## src/rtl/bsg_fifos_link_sched_pkg.sv

```systemverilog
// bsg_fifos_link_sched_pkg
//   Shared types and helpers for the FIFO link scheduler.
//   Parameter constraints for users of this package:
//     num_slots_p >= 2, words_per_pkt_p >= 1, max_credits_p >= 1.
//   Optional feature macro used by the top: BSG_FIFOS_LINK_SCHED_STALL_CNT_EN.
package bsg_fifos_link_sched_pkg;

  typedef enum logic [0:0] {
    E_IDLE = 1'b0,
    E_SEND = 1'b1
  } state_e;

  // Index width that never collapses to zero bits.
  function automatic int unsigned safe_clog2(input int unsigned n);
    return (n <= 1) ? 1 : $clog2(n);
  endfunction

  // Bits needed to hold the value n itself (0..n).
  function automatic int unsigned width_of(input int unsigned n);
    return (n == 0) ? 1 : $clog2(n + 1);
  endfunction

endpackage

```

## src/rtl/bsg_fifos_link_sched_rr_pick.sv

```systemverilog
// bsg_fifos_link_sched_rr_pick
//   Combinational rotating-priority picker. Searches upward from last_i+1
//   (modulo num_slots_p) and selects the first valid slot.
//   Ports:
//     v_i      per-slot request valid
//     last_i   index of the previously served slot
//     grant_o  one-hot selection (0 when nothing valid)
//     addr_o   index of the selected slot
//     any_v_o  at least one request valid
module bsg_fifos_link_sched_rr_pick
  import bsg_fifos_link_sched_pkg::*;
#(
  parameter int unsigned num_slots_p = 4,
  localparam int unsigned lg_w_lp = safe_clog2(num_slots_p)
) (
  input  logic [num_slots_p-1:0] v_i,
  input  logic [lg_w_lp-1:0]     last_i,
  output logic [num_slots_p-1:0] grant_o,
  output logic [lg_w_lp-1:0]     addr_o,
  output logic                   any_v_o
);

  logic [lg_w_lp:0] w_sum;

  always_comb begin
    grant_o = '0;
    addr_o  = '0;
    any_v_o = 1'b0;
    w_sum   = '0;
    // last_i + off is below 2*num_slots_p, so one conditional subtract wraps it.
    for (int unsigned off = 1; off <= num_slots_p; off++) begin
      w_sum = {1'b0, last_i} + (lg_w_lp+1)'(off);
      if (w_sum >= (lg_w_lp+1)'(num_slots_p))
        w_sum = w_sum - (lg_w_lp+1)'(num_slots_p);
      if (!any_v_o && v_i[w_sum[lg_w_lp-1:0]]) begin
        any_v_o                      = 1'b1;
        addr_o                       = w_sum[lg_w_lp-1:0];
        grant_o[w_sum[lg_w_lp-1:0]]  = 1'b1;
      end
    end
  end

endmodule

```

## src/rtl/bsg_fifos_link_scheduler.sv

```systemverilog
// bsg_fifos_link_scheduler
//   Packet-granular round-robin scheduler draining per-slot host TX FIFOs
//   onto one shared link, with one-credit-per-packet flow control.
//   Optional: define BSG_FIFOS_LINK_SCHED_STALL_CNT_EN to count E_SEND cycles
//   without a transfer on stall_cycles_o (otherwise tied to 0).
//   Ports:
//     clk_i, reset_n_i         clock, async active-low reset
//     slot_v_i / slot_data_i   per-slot FIFO head valid / data
//     slot_yumi_o              per-slot dequeue (at most one bit set)
//     link_v_o / link_data_o   link word valid / data (data 0 when not valid)
//     link_slot_id_o           source slot of current word
//     link_ready_i             link accepts word
//     credit_return_i          one-cycle pulse returning one packet credit
//     credits_o                current credit count
//     grant_o                  registered one-hot grant, 0 while idle
//     busy_o                   packet in flight
//     credit_overflow_o        sticky: return arrived with pool full
//     stall_cycles_o           optional stall counter
module bsg_fifos_link_scheduler
  import bsg_fifos_link_sched_pkg::*;
#(
  parameter int unsigned num_slots_p     = 4,
  parameter int unsigned width_p         = 32,
  parameter int unsigned words_per_pkt_p = 4,
  parameter int unsigned max_credits_p   = 16
) (
  input  logic                                 clk_i,
  input  logic                                 reset_n_i,
  input  logic [num_slots_p-1:0]               slot_v_i,
  input  logic [num_slots_p-1:0][width_p-1:0]  slot_data_i,
  output logic [num_slots_p-1:0]               slot_yumi_o,
  output logic                                 link_v_o,
  output logic [width_p-1:0]                   link_data_o,
  output logic [safe_clog2(num_slots_p)-1:0]   link_slot_id_o,
  input  logic                                 link_ready_i,
  input  logic                                 credit_return_i,
  output logic [width_of(max_credits_p)-1:0]   credits_o,
  output logic [num_slots_p-1:0]               grant_o,
  output logic                                 busy_o,
  output logic                                 credit_overflow_o,
  output logic [31:0]                          stall_cycles_o
);

  localparam int unsigned lg_slots_lp = safe_clog2(num_slots_p);
  localparam int unsigned cred_w_lp   = width_of(max_credits_p);
  localparam int unsigned cnt_w_lp    = safe_clog2(words_per_pkt_p);

  state_e                 r_state;
  logic [cred_w_lp-1:0]   r_credits;
  logic [lg_slots_lp-1:0] r_last;
  logic [lg_slots_lp-1:0] r_gidx;
  logic [cnt_w_lp-1:0]    r_word_cnt;
  logic [num_slots_p-1:0] r_grant;
  logic                   r_overflow;

  logic [num_slots_p-1:0] w_pick_grant;
  logic [lg_slots_lp-1:0] w_pick_addr;
  logic                   w_any_v;
  logic                   w_busy;
  logic                   w_link_v;
  logic                   w_xfer;
  logic                   w_consume;
  logic                   w_last_word;

  bsg_fifos_link_sched_rr_pick #(
    .num_slots_p(num_slots_p)
  ) u_pick (
    .v_i     (slot_v_i),
    .last_i  (r_last),
    .grant_o (w_pick_grant),
    .addr_o  (w_pick_addr),
    .any_v_o (w_any_v)
  );

  assign w_busy      = (r_state == E_SEND);
  assign w_link_v    = w_busy & slot_v_i[r_gidx];
  assign w_xfer      = w_link_v & link_ready_i;
  assign w_consume   = (r_state == E_IDLE) && (r_credits != '0) && w_any_v;
  assign w_last_word = (r_word_cnt == cnt_w_lp'(words_per_pkt_p - 1));

  assign link_v_o          = w_link_v;
  assign link_data_o       = w_link_v ? slot_data_i[r_gidx] : '0;
  assign link_slot_id_o    = w_busy ? r_gidx : '0;
  assign slot_yumi_o       = w_xfer ? r_grant : '0;
  assign grant_o           = r_grant;
  assign busy_o            = w_busy;
  assign credits_o         = r_credits;
  assign credit_overflow_o = r_overflow;

  always_ff @(posedge clk_i or negedge reset_n_i) begin
    if (!reset_n_i) begin
      r_state    <= E_IDLE;
      r_credits  <= cred_w_lp'(max_credits_p);
      r_last     <= lg_slots_lp'(num_slots_p - 1);
      r_gidx     <= '0;
      r_word_cnt <= '0;
      r_grant    <= '0;
      r_overflow <= 1'b0;
    end else begin
      case (r_state)
        E_IDLE: begin
          if (w_consume) begin
            r_state    <= E_SEND;
            r_grant    <= w_pick_grant;
            r_gidx     <= w_pick_addr;
            r_word_cnt <= '0;
          end
        end
        E_SEND: begin
          if (w_xfer) begin
            if (w_last_word) begin
              r_state <= E_IDLE;
              r_last  <= r_gidx;
              r_grant <= '0;
            end else begin
              r_word_cnt <= r_word_cnt + cnt_w_lp'(1);
            end
          end
        end
        default: r_state <= E_IDLE;
      endcase

      // A consume and a return together cancel out.
      if (credit_return_i && !w_consume) begin
        if (r_credits == cred_w_lp'(max_credits_p))
          r_overflow <= 1'b1;
        else
          r_credits <= r_credits + cred_w_lp'(1);
      end else if (w_consume && !credit_return_i) begin
        r_credits <= r_credits - cred_w_lp'(1);
      end
    end
  end

`ifdef BSG_FIFOS_LINK_SCHED_STALL_CNT_EN
  logic [31:0] r_stall;

  always_ff @(posedge clk_i or negedge reset_n_i) begin
    if (!reset_n_i)
      r_stall <= '0;
    else if (w_busy && !w_xfer && (r_stall != '1))
      r_stall <= r_stall + 32'd1;
  end

  assign stall_cycles_o = r_stall;
`else
  assign stall_cycles_o = '0;
`endif

endmodule

```

## config.mk

```make
export PLATFORM = sky130hd
export DESIGN_NAME = bsg_fifos_link_scheduler
export DESIGN_NICKNAME = d
export VERILOG_FILES = /design/src/rtl/bsg_fifos_link_sched_pkg.sv /design/src/rtl/bsg_fifos_link_sched_rr_pick.sv /design/src/rtl/bsg_fifos_link_scheduler.sv
export SDC_FILE = /design/constraint.sdc
export NUM_CORES = 1
export LEC_CHECK = 0
export CAP_MARGIN = 40
export CORE_ASPECT_RATIO = 0.6
export CORE_MARGIN = 10
export CORE_UTILIZATION = 35
export DETAILED_ROUTE_END_ITERATION = 8
export PLACE_DENSITY = 0.84
export RECOVER_POWER = 25
export SYNTH_ARGS = -nofsm -noshare
export SYNTH_HDL_FRONTEND = slang
export SYNTH_HIERARCHICAL = 1
export SYNTH_SLANG_ARGS = --single-unit
```

## constraint.sdc

```tcl
create_clock -name clk_i -period 3.8 [get_ports clk_i]
set_input_delay 0.76 -clock clk_i [delete_from_list [all_inputs] [get_ports clk_i]]
set_output_delay 0.76 -clock clk_i [all_outputs]
set_load 0.1 [all_outputs]
```

==> metrics.yaml, run 1 <==
yosys:
  synth_area_sq_um: 2816
  yosys.area.top_type: "mux4_2"
  syn_area_per_cell_sq_um: 10.13
  yosysUniqueCellTypes: 54
  synthTopCellsByArea: "mux4_2 (27%), dfrtp_1 (12%), buf_4 (8.8%)"
  synth_top_area_share_pct: 27.19
  postSynth.asyncResetShare_pct: 100.0
  synth_common_cells: "mux4_2 (34), buf_4 (33), and3_1 (32), nand2_1 (20), dfrtp_1 (14)"
  synth-edff-count: 0
  ys_seq_area_share_pct: 15.24
  synthCells: 278
  ys_warn_count: 6
  synthFlopType: "dfrtp_1"
  ys_ff_latch: 17
  synth_most_common_cell: "mux4_2"
grt:
  grt_start_max_net_pins: 48
  first_global_vias: 3017
  overflow: 0
  grt_antenna_before_repair: 0
  use_met2_pct: 38.66
  met1_usage_pct: 21.55
  met3_usage_pct: 5.499
  grtUsageTotal_pct: 19.90
  grt-busiest-layer: "met2"
  grt_pass1_wl_um: 18570
route:
  avgViaCountPerCell: 5.163
  via_count: 2943
  drt_iter0_drc: 199
  wl_per_cell_um: 22.05
  ant_nets: 0
  totalWireLength_um: 12570
  post-route-drc-count: 0
  drtPass1Iterations: 4
layout:
  area_delta_synth_final_pct: 84.45
  antenna_cells: 0
  drive_gt1_share_pct: 25.54
  fin_nets: 612
  final_util_pct: 66.17
  fillers: 608
timing:
  fin_crit_sh_pct: 91.13
  fin_crit_ns: 3.463
  worst_pin_slew_ns: 1.196
  rsz0062_at_grt: "no"
  clock_skew_ns: 0.002944
  max_freq_ghz: 0.2888
  timing.final.hold_violations: 0
  fin_setup_tns_ns: 0
  slew_viol_final: 0
  slew_headroom_pct: 20.63
  setup_viol: 0
setup_path:
  crit_path_start: "slot_v_i[3]"
  r2r-start: "credits_o[1]"
  cp.required_ns: 3.97
  cp_data_arrival_time_ns: 3.63
  critPathMaxFanout: 15
  start_kind: "primary input"
  cp-end-kind: "flop"
  path_class: "primary input to flop"
clocking:
  path_clk_slew_ns: 0.05
  cts_tree: "done"
  cts-resized-gates: 0
  cts_buffers: 3
  clkLatencyLatePin_ns: 0.25
  cts_root_buf: "clkbuf_16"
  cts_setup_buffers: 0
  clock-sinks: 17
  cts_hold_buf: 0
  ctsLongestPathBuffers: 2
  ctsHtreeMaxLevel: 1
power_and_ir_drop:
  cellPowerDensity_nw_per_um2: 1110
  sw_frac_of_total_pct: 59.35
  seq_power_share_pct: 7.6
  p_sw_mw: 3.422
  clkPwrFrac_pct: 3.7
  comb_power_share_pct: 88.7
  p_leak_nw: 2.198
  peakVddDrop_v: 0.0008027
  p_int_mw: 2.344
floorplanning:
  die_w_um: 135.8
  placementRows: 25
  coreArea_sq_um: 7851
  start_util_pct: 35.87
  die_h_um: 89.49
  dieArea_sq_um: 12150
  num_io_pins: 218
run:
  drv_cap: 0
placement:
  port_buffers: 185
  hpwl_um: 10740
  gp_congestion: 0.8991
outcome:
  status: "finished, final reports clean"
min_path:
  hold_start: "credit_overflow_o"
  holdCritPathClass: "flop to flop"
cell usage in the layout (no fill, tap or decap), types with 5 or more instances in the layout:
cell type	Yosys	routed
clkdlybuf4s50_1	0	143
buf_12	0	37
mux4_2	34	34
and3_1	32	32
conb_1	1	32
nand2_1	20	20
dfrtp_1	14	13
ha_1	12	12
buf_4	33	12
nand3_1	9	9
inv_1	8	8
nor2_1	8	8
buf_8	0	7
and2_1	7	6
mux2i_1	6	6
a21oi_1	5	5
o21ai_1	5	5
flip-flops by register name (all words and copies together) (netlist names):
name               flops
credit_overflow_o      1
r_last                 2
r_word_cnt             2
busy_o                 1
grant_o                4
r_gidx                 2
credits_o              5
through the flow:
step | power (mW) | cells | area [sq um] | setup slack (ns) | hold slack, ns
after global routing | 5.984 | 570 | 5195 | 0.1417 | 0.4865
after global placement | 5.345 | 556 | 4976 | 0.4142 | 0.4644
after detailed placement | 5.582 | 566 | 5139 | 0.2706 | 0.4699
after CTS | 5.811 | 570 | 5218 | 0.3823 | 0.4813
final | 5.766 | 570 | 5195 | 0.3371 | 0.4704
after floorplan | 3.904 | 309 | 2933 | 0.5396 | 0.4644
path summary, 6_finish.rpt:
| kind | endpoint | slack (ns) | cells after the start |
|---|---|---|---|
| max | credits_o[4] | 0.34 | 11 |
| min | credit_overflow_o | 0.47 | 1 |
| max reg2reg | credits_o[4] | 0.76 | 8 |
| min reg2reg | credit_overflow_o | 0.47 | 1 |
| max in group asynchronous | r_gidx[0] | 2.24 | 1 |
| min in group asynchronous | credits_o[2] | 1.03 | 1 |
power groups by stage:
stage               combinational, mW  sequential [mW]  clock (mW)
finish                           5.11            0.441       0.213
global placement                 4.91            0.435           0
CTS                              5.16            0.442       0.213
global route                     5.29            0.465       0.225
floorplan                        3.20            0.709           0
detailed placement               5.14            0.444           0
worst max-delay path, stage by stage:
cell and delay (ns):
dlygate4sd3_1 0.60, nor2_1 0.21, nand2_1 0.08, nand2b_1 0.17, o21bai_4 0.26, nand2_1 0.22, fa_1 0.44, a21o_1 0.19
a21oi_1 0.32, mux2i_1 0.25, o22ai_1 0.12
cell families after synthesis:
kind of cell	Yosys count	synth area share [%]
XOR/XNOR	3	0.9331
buffers and inverters	64	14.53
multiplexers	47	32.92
AND/OR/NAND/NOR	91	17.77
adder cells (fa/ha/maj)	13	6.042
flip-flops	17	15.24
other	1	0.1331
AO/OA/AOI/OAI	42	12.44
per-layer routing:
| layer | vias up | routed length, um |
|---|---|---|
| met1 | 1447 | 4478 |
| met3 | 12 | 1037 |
| met4 | 0 | 144 |
| met5 | - | 0 |
| met2 | 130 | 6909 |
| li1 | 1354 | - |
final cells by class:
class / count / area, sq um / share of cell area (%)
clock buffers: 4 / 78.83 / 1.517
inverters: 9 / 33.78 / 0.6503
multi-input cells: 228 / 2095 / 40.32
flip-flops and latches: 17 / 430.4 / 8.285
well taps: 108 / 135.1 / 2.601
repair buffers: 204 / 2422 / 46.63
Note: power is estimated with default switching activity, not from simulation.
==> inputs of run 2 (changes only) <==
Settings changed: ABC_AREA set to 1, CORE_UTILIZATION 35 to 34, PLACE_DENSITY 0.84 to 0.82, SETUP_SLACK_MARGIN set to 0.5, SKIP_LAST_GASP set to 1.
==> run 2 against run 1 <==
Die area up 1.6%. Final area grew 0.12%. Via count grew 30%. Sequential cell count unchanged. Worst hold slack improved by 0.035 ns. First-iteration DRC count rose by 1.0%. Fmax up 8.6%. Clock skew is 0.0012 ns lower. Setup slack better by 0.27 ns. Critical path depth fell by 3. Critical path type is now primary input to primary output. Critical endpoint is now link_data_o[10].
==> metrics.yaml, run 2 <==
route:
  totalWireLength_um: 13420
  drtPass1Iterations: 5
  wl_per_cell_um: 17.36
  post-route-drc-count: 0
  via_count: 3815
  ant_nets: 0
  avgViaCountPerCell: 4.935
  drt_iter0_drc: 201
timing:
  timing.final.hold_violations: 0
  rsz0062_at_grt: "yes"
  whs_ns: 0.5050
  fin_crit_sh_pct: 83.91
  max_freq_ghz: 0.3136
  setup_viol: 0
  slew_viol_final: 0
  worst_pin_slew_ns: 1.177
  setup_slack_ns: 0.6115
  slew_headroom_pct: 21.88
  clock_skew_ns: 0.001719
  fin_crit_ns: 3.189
  fin_setup_tns_ns: 0
clocking:
  ctsHtreeMaxLevel: 1
  cts_root_buf: "clkbuf_16"
  cts_tree: "done"
  cts_buffers: 3
  clock-sinks: 17
  cts_hold_buf: 0
  cts-resized-gates: 2
  path_clk_slew_ns: 0.05
  clkLatencyLatePin_ns: 0.25
  ctsLongestPathBuffers: 2
  cts_setup_buffers: 0
placement:
  hpwl_um: 10940
  pre_cts_slack_ns: 0.3777
  dp.cells: 769
  port_buffers: 185
  gp_congestion: 0.9348
floorplanning:
  start_util_pct: 35.24
  placementRows: 25
  num_io_pins: 218
  coreArea_sq_um: 7914
  die_h_um: 90.16
  dieArea_sq_um: 12340
  die_w_um: 136.9
yosys:
  syn_area_per_cell_sq_um: 5.727
  synthFlopType: "dfrtp_1"
  synth_most_common_cell: "nor2_1"
  yosysUniqueCellTypes: 33
  postSynth.asyncResetShare_pct: 100.0
  synthTopCellsByArea: "nor2_1 (19%), dfrtp_1 (13%), o21ai_0 (11%)"
  ys_ff_latch: 17
  synth_common_cells: "nor2_1 (143), o21ai_0 (61), nand2_1 (50), a21oi_1 (43), buf_4 (32)"
  ys_warn_count: 6
  synth_area_sq_um: 2789
  ys_seq_area_share_pct: 15.39
  synth_top_area_share_pct: 19.25
  yosys.area.top_type: "nor2_1"
  synth-edff-count: 0
  synthCells: 487
setup_path:
  crit_path_start: "slot_v_i[1]"
  path_cells: "clkdlybuf4s50_1 > inv_1 > nand2_1 > nand3_1 > nand2_2 > nand2_4 > a21oi_1 > buf_12"
  crit_buf_inv: 3
  critPathTopFamily: "buffers and inverters"
  cp-end-kind: "primary output"
  cp_data_arrival_time_ns: 2.43
  cp.required_ns: 3.04
  start_kind: "primary input"
  critPathMaxFanout: 33
  max_stage_delay_ns: 0.52
  cpMaxStageDelayCell: "clkdlybuf4s50_1"
  r2r-start: "r_last[0]"
  path_class: "primary input to primary output"
min_path:
  holdCritPathClass: "flop to flop"
  hold_start: "credits_o[4]"
layout:
  final_cells: 773
  largest_reg_flops: 5
  mostFrequentLayoutCells: "clkdlybuf4s50_1 (144), nor2_1 (139), o21ai_0 (61)"
  seq_area_sq_um: 430.4
  drive_gt1_share_pct: 13.83
  fillers: 668
  final_common_cell: "clkdlybuf4s50_1"
  area_delta_synth_final_pct: 86.50
  antenna_cells: 0
  multiInputGateArea_sq_um: 2044
  fin_nets: 815
grt:
  overflow: 0
  grt-busiest-layer: "met2"
  grt_antenna_before_repair: 0
  grt_start_max_net_pins: 53
  met3_usage_pct: 7.111
  met1_usage_pct: 23.27
  grt_pass1_wl_um: 20750
  first_global_vias: 3773
  use_met2_pct: 35.50
  grtUsageTotal_pct: 20.30
run:
  drv_cap: 0
outcome:
  status: "finished, final reports clean"
==> run 2: changes by cell type in the layout (fill, tap and decap cells not counted), moves of 16 or more <==
cell	previous run	this run
nor2_1	8	139
inv_1	8	24
mux4_2	34	0
nand3_1	9	29
a21oi_1	5	39
and3_1	32	0
o21ai_0	4	61
nand2_1	20	49
==> run 2: through the flow <==
| stage | utilization [%] | cell area, sq um |
|---|---|---|
| 2_1_floorplan | - | 2915 |
| 3_3_place_gp | 62.56 | 4951 |
| 3_5_place_dp | 64.62 | 5114 |
| 4_1_cts | 65.74 | 5202 |
| 5_1_grt | 65.72 | 5201 |
| 6_report | 65.72 | 5201 |
==> run 2: logic make-up after synthesis <==
kind of cell / Yosys count / share of synthesized area [%]
AO/OA/AOI/OAI: 117 / 21.62
XOR/XNOR: 3 / 0.9423
adder cells (fa/ha/maj): 13 / 6.101
buffers and inverters: 87 / 16.91
flip-flops: 17 / 15.39
other: 1 / 0.1345
AND/OR/NAND/NOR: 249 / 38.90
==> run 2: worst paths after layout <==
kind                       depth (start not counted)  slack, ns               to
setup / recovery                                   8       0.61  link_data_o[10]
hold / removal                                     2       0.50     credits_o[4]
setup reg to reg                                  18       1.00     credits_o[4]
hold reg to reg                                    2       0.50     credits_o[4]
max in group asynchronous                          1       2.17        r_gidx[0]
min in group asynchronous                          1       1.05     credits_o[0]
==> run 2: per-layer routing <==
metal / wire, um / up-vias
li1: - / 1874
met1: 4986 / 1745
met2: 6620 / 180
met3: 1605 / 16
met4: 206 / 0
met5: 0 / -
==> run 2: worst min-delay path: cells and delay by family (launching register included) <==
family,cells,cell delay (ns)
AND/OR/NAND/NOR,2,0.12
flip-flops,1,0.39
==> run 2: area by class of cell <==
type / instances / area share (%)
timing repair buffer: 201 / 46.14
multi-input combinational: 414 / 39.31
sequential: 17 / 8.275
tap: 108 / 2.598
inverter: 29 / 2.141
clock buffer: 3 / 1.443
clock inverter: 1 / 0.09622
Power of run 2 is left out: the tool's default activity adds up to more than one toggle a clock period on the data nets, which glitch-free logic cannot reach.
